`src/rtl/fetch_prefetch_queue_if.sv`:
```
// Signal bundle between the prefetch queue (master), the icache controller and the decoder.
// The master modport is the queue side; the slave modport is its environment.
interface fetch_prefetch_queue_if;
    logic         redirect;
    logic [31:0]  redirect_eip;

    logic         ic_read_valid;
    logic         ic_read_ready;
    logic [31:0]  ic_addr;
    logic         ic_dp_valid;
    logic         ic_dp_ready;
    logic [127:0] ic_data;

    logic         dec_valid;
    logic [31:0]  dec_eip;
    logic [127:0] dec_bytes;
    logic [4:0]   dec_count;
    logic [4:0]   dec_take;

    logic [31:0]  perf_stall;

    modport master (
        input  redirect, redirect_eip, ic_read_ready, ic_dp_valid, ic_data, dec_take,
        output ic_read_valid, ic_addr, ic_dp_ready,
        output dec_valid, dec_eip, dec_bytes, dec_count, perf_stall
    );

    modport slave (
        output redirect, redirect_eip, ic_read_ready, ic_dp_valid, ic_data, dec_take,
        input  ic_read_valid, ic_addr, ic_dp_ready,
        input  dec_valid, dec_eip, dec_bytes, dec_count, perf_stall
    );
endinterface

```
`src/rtl/fetch_prefetch_queue.sv`:
```
// Two-line circular byte queue between the icache and the x86 decoder, with redirect flush.
// Define FETCH_PERF_CNT_EN to build the decoder-starvation counter behind perf_stall.
module fetch_prefetch_queue #(
    parameter int unsigned LINE_BYTES = 16,
    parameter logic [31:0] RESET_EIP  = 32'hFFFF_FFF0
) (
    input logic                    clk,
    input logic                    reset,
    fetch_prefetch_queue_if.master bus
);
    localparam int unsigned QBytes = 2 * LINE_BYTES;

    typedef enum logic [1:0] {StIdle, StReq, StWait, StDrop} state_e;

    state_e      state_q;
    logic        read_valid_q;
    logic        dp_ready_q;
    logic [4:0]  rd_ptr_q;
    logic [5:0]  count_q;
    logic [31:0] fetch_addr_q;
    logic [31:0] dec_eip_q;
    logic        first_line_q;
    logic [7:0]  mem_q [QBytes];

    logic         dec_valid_w;
    logic [4:0]   dec_count_w;
    logic [4:0]   take_w;
    logic         fill_w;
    logic [5:0]   fill_amt_w;
    logic         tail_half_w;
    logic [127:0] dec_bytes_w;

    assign dec_valid_w = (count_q != 6'd0);
    assign dec_count_w = (count_q > 6'd16) ? 5'd16 : count_q[4:0];

    // Over-long takes are clamped so the queue can never underflow.
    assign take_w = (dec_valid_w && !bus.redirect)
                    ? ((bus.dec_take > dec_count_w) ? dec_count_w : bus.dec_take)
                    : 5'd0;

    assign fill_w     = (state_q == StWait) && bus.ic_dp_valid && !bus.redirect;
    assign fill_amt_w = first_line_q ? (6'd16 - {2'b00, fetch_addr_q[3:0]}) : 6'd16;

    // Half holding byte rd_ptr + count, i.e. where the next line lands.
    assign tail_half_w = rd_ptr_q[4] ^ count_q[4]
                         ^ ((5'(rd_ptr_q[3:0]) + 5'(count_q[3:0])) > 5'd15);

    always_comb begin
        dec_bytes_w = '0;
        for (int i = 0; i < LINE_BYTES; i++) begin
            if (5'(i) < dec_count_w) begin
                dec_bytes_w[i*8 +: 8] = mem_q[rd_ptr_q + 5'(i)];
            end
        end
    end

    always_ff @(posedge clk) begin
        if (fill_w) begin
            for (int i = 0; i < LINE_BYTES; i++) begin
                mem_q[{tail_half_w, 4'(i)}] <= bus.ic_data[i*8 +: 8];
            end
        end
    end

    always_ff @(posedge clk) begin
        if (reset) begin
            rd_ptr_q     <= {1'b0, RESET_EIP[3:0]};
            count_q      <= 6'd0;
            fetch_addr_q <= RESET_EIP;
            dec_eip_q    <= RESET_EIP;
            first_line_q <= 1'b1;
        end else if (bus.redirect) begin
            rd_ptr_q     <= {1'b0, bus.redirect_eip[3:0]};
            count_q      <= 6'd0;
            fetch_addr_q <= bus.redirect_eip;
            dec_eip_q    <= bus.redirect_eip;
            first_line_q <= 1'b1;
        end else begin
            rd_ptr_q  <= rd_ptr_q + take_w;
            count_q   <= count_q + (fill_w ? fill_amt_w : 6'd0) - {1'b0, take_w};
            dec_eip_q <= dec_eip_q + {27'd0, take_w};
            if (fill_w) begin
                fetch_addr_q <= {fetch_addr_q[31:4] + 28'd1, 4'b0000};
                first_line_q <= 1'b0;
            end
        end
    end

    // Request FSM; handshake outputs are registered alongside the state.
    always_ff @(posedge clk) begin
        if (reset) begin
            state_q      <= StIdle;
            read_valid_q <= 1'b0;
            dp_ready_q   <= 1'b0;
        end else begin
            unique case (state_q)
                StIdle: begin
                    if (!bus.redirect && (count_q <= 6'd16)) begin
                        state_q      <= StReq;
                        read_valid_q <= 1'b1;
                    end
                end
                StReq: begin
                    if (bus.ic_read_ready) begin
                        state_q      <= bus.redirect ? StDrop : StWait;
                        read_valid_q <= 1'b0;
                        dp_ready_q   <= 1'b1;
                    end else if (bus.redirect) begin
                        state_q      <= StIdle;
                        read_valid_q <= 1'b0;
                    end
                end
                StWait: begin
                    if (bus.ic_dp_valid) begin
                        state_q    <= StIdle;
                        dp_ready_q <= 1'b0;
                    end else if (bus.redirect) begin
                        state_q <= StDrop;
                    end
                end
                StDrop: begin
                    // The owed line is gone once it arrives, redirect or not.
                    if (bus.ic_dp_valid) begin
                        state_q    <= StIdle;
                        dp_ready_q <= 1'b0;
                    end
                end
                default: begin
                    state_q      <= StIdle;
                    read_valid_q <= 1'b0;
                    dp_ready_q   <= 1'b0;
                end
            endcase
        end
    end

`ifdef FETCH_PERF_CNT_EN
    logic [31:0] perf_q;

    always_ff @(posedge clk) begin
        if (reset) begin
            perf_q <= 32'd0;
        end else if (!dec_valid_w && (perf_q != 32'hFFFF_FFFF)) begin
            perf_q <= perf_q + 32'd1;
        end
    end

    assign bus.perf_stall = perf_q;
`else
    assign bus.perf_stall = 32'd0;
`endif

    assign bus.ic_read_valid = read_valid_q;
    assign bus.ic_dp_ready   = dp_ready_q;
    assign bus.ic_addr       = {fetch_addr_q[31:4], 4'b0000};
    assign bus.dec_valid     = dec_valid_w;
    assign bus.dec_count     = dec_count_w;
    assign bus.dec_eip       = dec_eip_q;
    assign bus.dec_bytes     = dec_bytes_w;
endmodule

```
`src/flat_wrapper.sv`:
```
// flat-port wrapper written by rule: the top's interface ports become plain ports
module fetch_prefetch_queue_flat 
#(
    parameter int unsigned LINE_BYTES = 16,
    parameter logic [31:0] RESET_EIP  = 32'hFFFF_FFF0
)
  (clk, reset, bus_redirect, bus_redirect_eip, bus_ic_read_ready, bus_ic_dp_valid, bus_ic_data, bus_dec_take, bus_ic_read_valid, bus_ic_addr, bus_ic_dp_ready, bus_dec_valid, bus_dec_eip, bus_dec_bytes, bus_dec_count, bus_perf_stall);
  fetch_prefetch_queue_if bus_i ();
  input logic clk;
  input logic reset;
  input wire logic [$bits(bus_i.redirect)-1:0] bus_redirect;
  input wire logic [$bits(bus_i.redirect_eip)-1:0] bus_redirect_eip;
  input wire logic [$bits(bus_i.ic_read_ready)-1:0] bus_ic_read_ready;
  input wire logic [$bits(bus_i.ic_dp_valid)-1:0] bus_ic_dp_valid;
  input wire logic [$bits(bus_i.ic_data)-1:0] bus_ic_data;
  input wire logic [$bits(bus_i.dec_take)-1:0] bus_dec_take;
  output wire logic [$bits(bus_i.ic_read_valid)-1:0] bus_ic_read_valid;
  output wire logic [$bits(bus_i.ic_addr)-1:0] bus_ic_addr;
  output wire logic [$bits(bus_i.ic_dp_ready)-1:0] bus_ic_dp_ready;
  output wire logic [$bits(bus_i.dec_valid)-1:0] bus_dec_valid;
  output wire logic [$bits(bus_i.dec_eip)-1:0] bus_dec_eip;
  output wire logic [$bits(bus_i.dec_bytes)-1:0] bus_dec_bytes;
  output wire logic [$bits(bus_i.dec_count)-1:0] bus_dec_count;
  output wire logic [$bits(bus_i.perf_stall)-1:0] bus_perf_stall;
  assign bus_i.redirect = bus_redirect;
  assign bus_i.redirect_eip = bus_redirect_eip;
  assign bus_i.ic_read_ready = bus_ic_read_ready;
  assign bus_i.ic_dp_valid = bus_ic_dp_valid;
  assign bus_i.ic_data = bus_ic_data;
  assign bus_i.dec_take = bus_dec_take;
  assign bus_ic_read_valid = bus_i.ic_read_valid;
  assign bus_ic_addr = bus_i.ic_addr;
  assign bus_ic_dp_ready = bus_i.ic_dp_ready;
  assign bus_dec_valid = bus_i.dec_valid;
  assign bus_dec_eip = bus_i.dec_eip;
  assign bus_dec_bytes = bus_i.dec_bytes;
  assign bus_dec_count = bus_i.dec_count;
  assign bus_perf_stall = bus_i.perf_stall;
  fetch_prefetch_queue #(.LINE_BYTES(LINE_BYTES), .RESET_EIP(RESET_EIP)) u_core (.clk(clk), .reset(reset), .bus(bus_i));
endmodule
```
`config.mk`:
```
export PLATFORM = sky130hd
export DESIGN_NAME = fetch_prefetch_queue_flat
export DESIGN_NICKNAME = d
export VERILOG_FILES = /design/src/rtl/fetch_prefetch_queue_if.sv /design/src/rtl/fetch_prefetch_queue.sv /design/src/flat_wrapper.sv
export SDC_FILE = /design/constraint.sdc
export NUM_CORES = 1
export LEC_CHECK = 0
export ABC_AREA = 0
export BUFFER_PORTS_ARGS = -buffer_cell sky130_fd_sc_hd__buf_2
export CORE_MARGIN = 1.5
export CORE_UTILIZATION = 45
export DETAILED_ROUTE_END_ITERATION = 10
export GPL_TIMING_DRIVEN = 0
export HOLD_SLACK_MARGIN = 0.03
export REMOVE_ABC_BUFFERS = 1
export SETUP_SLACK_MARGIN = 0.4
export SLEW_MARGIN = 20
export SYNTH_ARGS = -nofsm -noshare
export SYNTH_HDL_FRONTEND = slang
export SYNTH_SLANG_ARGS = --single-unit
export TNS_END_PERCENT = 100
```
`constraint.sdc`:
```
create_clock -name clk -period 28.4 [get_ports clk]
set_input_delay 2.84 -clock clk [delete_from_list [all_inputs] [get_ports clk]]
set_output_delay 2.84 -clock clk [all_outputs]
set_load 0.005 [all_outputs]
```
==> qor.yml <==
grt:
  grt_max_degree: 68
  overflow: 0
  grt_pass1_wl_um: 148900
  grt_pass1_vias: 22731
  track_usage: 0.3017
  antenna_found_initial: 17
setup_path:
  required_ps: 25560
  cp-start-kind: "flip-flop"
  crit_top_cell: "nor2_1"
  crit_arrival_ps: 4880
  crit_fanout: 13
  startpoint: "u_core.count_q[4]"
  endpoint_kind: "output port"
  rrSetupSlack_ps: 22820
  crit_type: "reg -> out"
  cp_slowest_cell: "nand2b_1"
  r2r-start: "u_core.count_q[4]"
  critPathMaxStageDelay_ps: 910
  rr_endpoint: "u_core.bus.dec_eip[29]"
  crit_chain: "nor2_1, clkinv_1, nor2_1, o21ai_0, nand2b_1, o22ai_1, buf_2"
  rr_worst_depth: 17
floorplanning:
  die_w_um: 258.1
  initial_core_util: 0.4551
  fp.coreArea_sq_um: 64350
  num_io_pins: 402
  core.rowCount: 93
  die_y_um: 258.1
  dieArea_sq_um: 66620
synthesis:
  synth_cell_type_count: 62
  ys_ff_latch: 336
  yosysWarningCount: 0
  synth_top_flop_cell: "edfxtp_1"
  synth_area_sq_um: 29290
  synth_edf_count: 256
  yosysSeqAreaShare: 0.3172
  async_flop_share: 0
  postSynthAreaPerCell_sq_um: 12.78
  syn_inst: 2291
clocking:
  cts_hold_buf: 0
  cts_made_buffers: 41
  clkSlewWorstSetupHoldPaths_ps: 60
  clock_sink_count: 336
  clock_latency_ps: 600
  cts_tree: "done"
  ctsResizeCount: 0
  cts_setup_buffers: 0
  cts_buffer_depth: 3
  cts-root-buf: "clkbuf_16"
  htree_levels: 2
timing:
  fin_skew_ps: 24.88
  hold_viol_final: 0
  relSlewSlack: 0.1595
  holdWs_ps: 465.7
  period_share: 0.2717
  timing.setup.tns_ps: 0
  slew_viol_final: 0
  fmax_mhz: 129.6
  grt_setup_unrepaired: "no"
  post-route-min-period_ps: 7717
  worst_pin_slew_ps: 1256
  setup_viol: 0
min_path:
  min_path_cells: 2
  hold_path_end: "u_core.first_line_q"
  hp-class: "reg -> reg"
  hp-start: "u_core.first_line_q"
pwr:
  ir_worst_vdd_v: 0.00005065
  power_leakage_nw: 12.13
  p_per_area_nw_per_um2: 62.42
place:
  place_congestion: 0.9088
  post-dp-hpwl_um: 74920
  portBuffers: 365
run:
  maxCapViolCount: 0
drt:
  vias_per_cell: 6.861
  drt_iter0_markers: 2977
  post-route-drc-count: 0
  vias: 23761
  routedWlPerCell_um: 29.37
  routed_wirelength_um: 101700
  ant_nets: 0
  first_pass_iters: 8
final_layout:
  area_growth_pct: 16.09
  final_common_cell: "mux4_2"
  drive_above_1_share: 0.4271
  n_fill_cell: 5378
  most-common-layout-cells: "mux4_2 (458), buf_2 (364), edfxtp_1 (256), nand2_1 (180), a21oi_1 (147)"
  fin_nets: 2781
run_status:
  status: "finished, final reports clean"
==> worst max path at each step <==
stage / endpoint / slack (ps)
after floorplan: bus_dec_bytes[60] / 8410
after global placement: bus_dec_bytes[124] / 860
after detailed placement: bus_dec_bytes[19] / 21390
after CTS: bus_dec_bytes[21] / 20780
after global routing: bus_dec_bytes[120] / 20570
final: bus_dec_bytes[36] / 20680
==> cells by family (layout without fill, tap and decap cells) <==
| group | Yosys count | count (layout) | share of synthesized area |
|---|---|---|---|
| adder cells (fa/ha/maj) | 45 | 45 | 0.02128 |
| other | 1 | 45 | 0.0001280 |
| flip-flops | 336 | 336 | 0.3172 |
| AO/OA/AOI/OAI | 416 | 416 | 0.08557 |
| AND/OR/NAND/NOR | 472 | 472 | 0.07160 |
| multiplexers | 639 | 639 | 0.4235 |
| buffers and inverters | 307 | 580 | 0.05750 |
| XOR/XNOR | 75 | 75 | 0.02320 |
==> registers in the layout, summed over array words and instances (netlist names) <==
name	count
u_core.state_q	2
u_core.bus.dec_eip	32
u_core.rd_ptr_q	5
u_core.mem_q	256
u_core.count_q	6
u_core.bus.ic_read_valid	1
u_core.first_line_q	1
u_core.bus.ic_dp_ready	1
u_core.fetch_addr_q	32
==> power by group <==
group	internal, W	total, W	switching [W]	leakage [nW]
clock	0.000341	0.000567	0.000226	0.704
combinational	0.000429	0.000985	0.000557	8.46
sequential	0.000542	0.000570	0.0000275	2.97
==> critical path, delay by kind of cell, from the launching register on <==
| family | cells | cell delay (ps) |
|---|---|---|
| buffers and inverters | 2 | 880 |
| DFF | 1 | 360 |
| and+or+nand+nor | 3 | 2420 |
| AOI/OAI and AO/OA | 2 | 620 |
==> Yosys cell counts, drive strengths merged, types with 5 or more instances <==
library cell / n / share of area
o22ai: 24 / 0.0051
clkbuf: 60 / 0.0077
ha: 37 / 0.016
buf: 184 / 0.042
nor2: 153 / 0.020
a21oi: 152 / 0.026
nor3: 24 / 0.0041
and3: 11 / 0.0023
nand3: 25 / 0.0043
nor3b: 6 / 0.0015
fa: 8 / 0.0055
edfxtp: 256 / 0.26
xor2: 25 / 0.0075
o21ai: 122 / 0.021
inv: 62 / 0.0079
nand2b: 12 / 0.0026
mux4: 468 / 0.36
mux2: 92 / 0.035
a21o: 9 / 0.0023
mux2i: 79 / 0.027
dfxtp: 80 / 0.055
xnor2: 50 / 0.016
a21boi: 5 / 0.0013
a22o: 72 / 0.022
nand4: 13 / 0.0030
nand2: 180 / 0.023
nor2b: 11 / 0.0023
nor4: 13 / 0.0028
and2: 5 / 0.0011
==> stage by stage <==
stage / total power (W) / utilization / worst slack, ps / cell area [sq um] / instances
final: 0.002122 / 0.5284 / 20680 / 34000 / 3463
after global routing: 0.002195 / 0.5283 / 20570 / 33990 / 3460
after CTS: 0.002107 / 0.5279 / 20780 / 33970 / 3454
after detailed placement: 0.001536 / 0.5053 / 21390 / 32520 / 3378
after global placement: 0.001556 / 0.4797 / 864.6 / 30870 / 3302
after floorplan: 0.001199 / - / 8414 / 27970 / 2082
==> final cells by class <==
type                            instances  area [sq um]  area share
Timing Repair Buffer                  441          3174     0.09336
Clock buffer                           51          1134     0.03334
Clock inverter                         25         316.6    0.009310
Sequential cell                       336          9308      0.2738
Multi-Input combinational cell       1683         18740      0.5512
Tap cell                              855          1070     0.03146
Antenna cell                            9         22.52   0.0006624
Inverter                               63         236.5    0.006955
==> metal layers <==
metal | GRT usage | up-vias | part of all wire
met1 | 0.3860 | 11902 | 0.35
li1 | - | 9745 | -
met5 | 0 | - | 0.00023
met3 | 0.08755 | 333 | 0.13
met2 | 0.4677 | 1777 | 0.46
met4 | 0.1553 | 4 | 0.058
(Power assumes the default switching activity.)
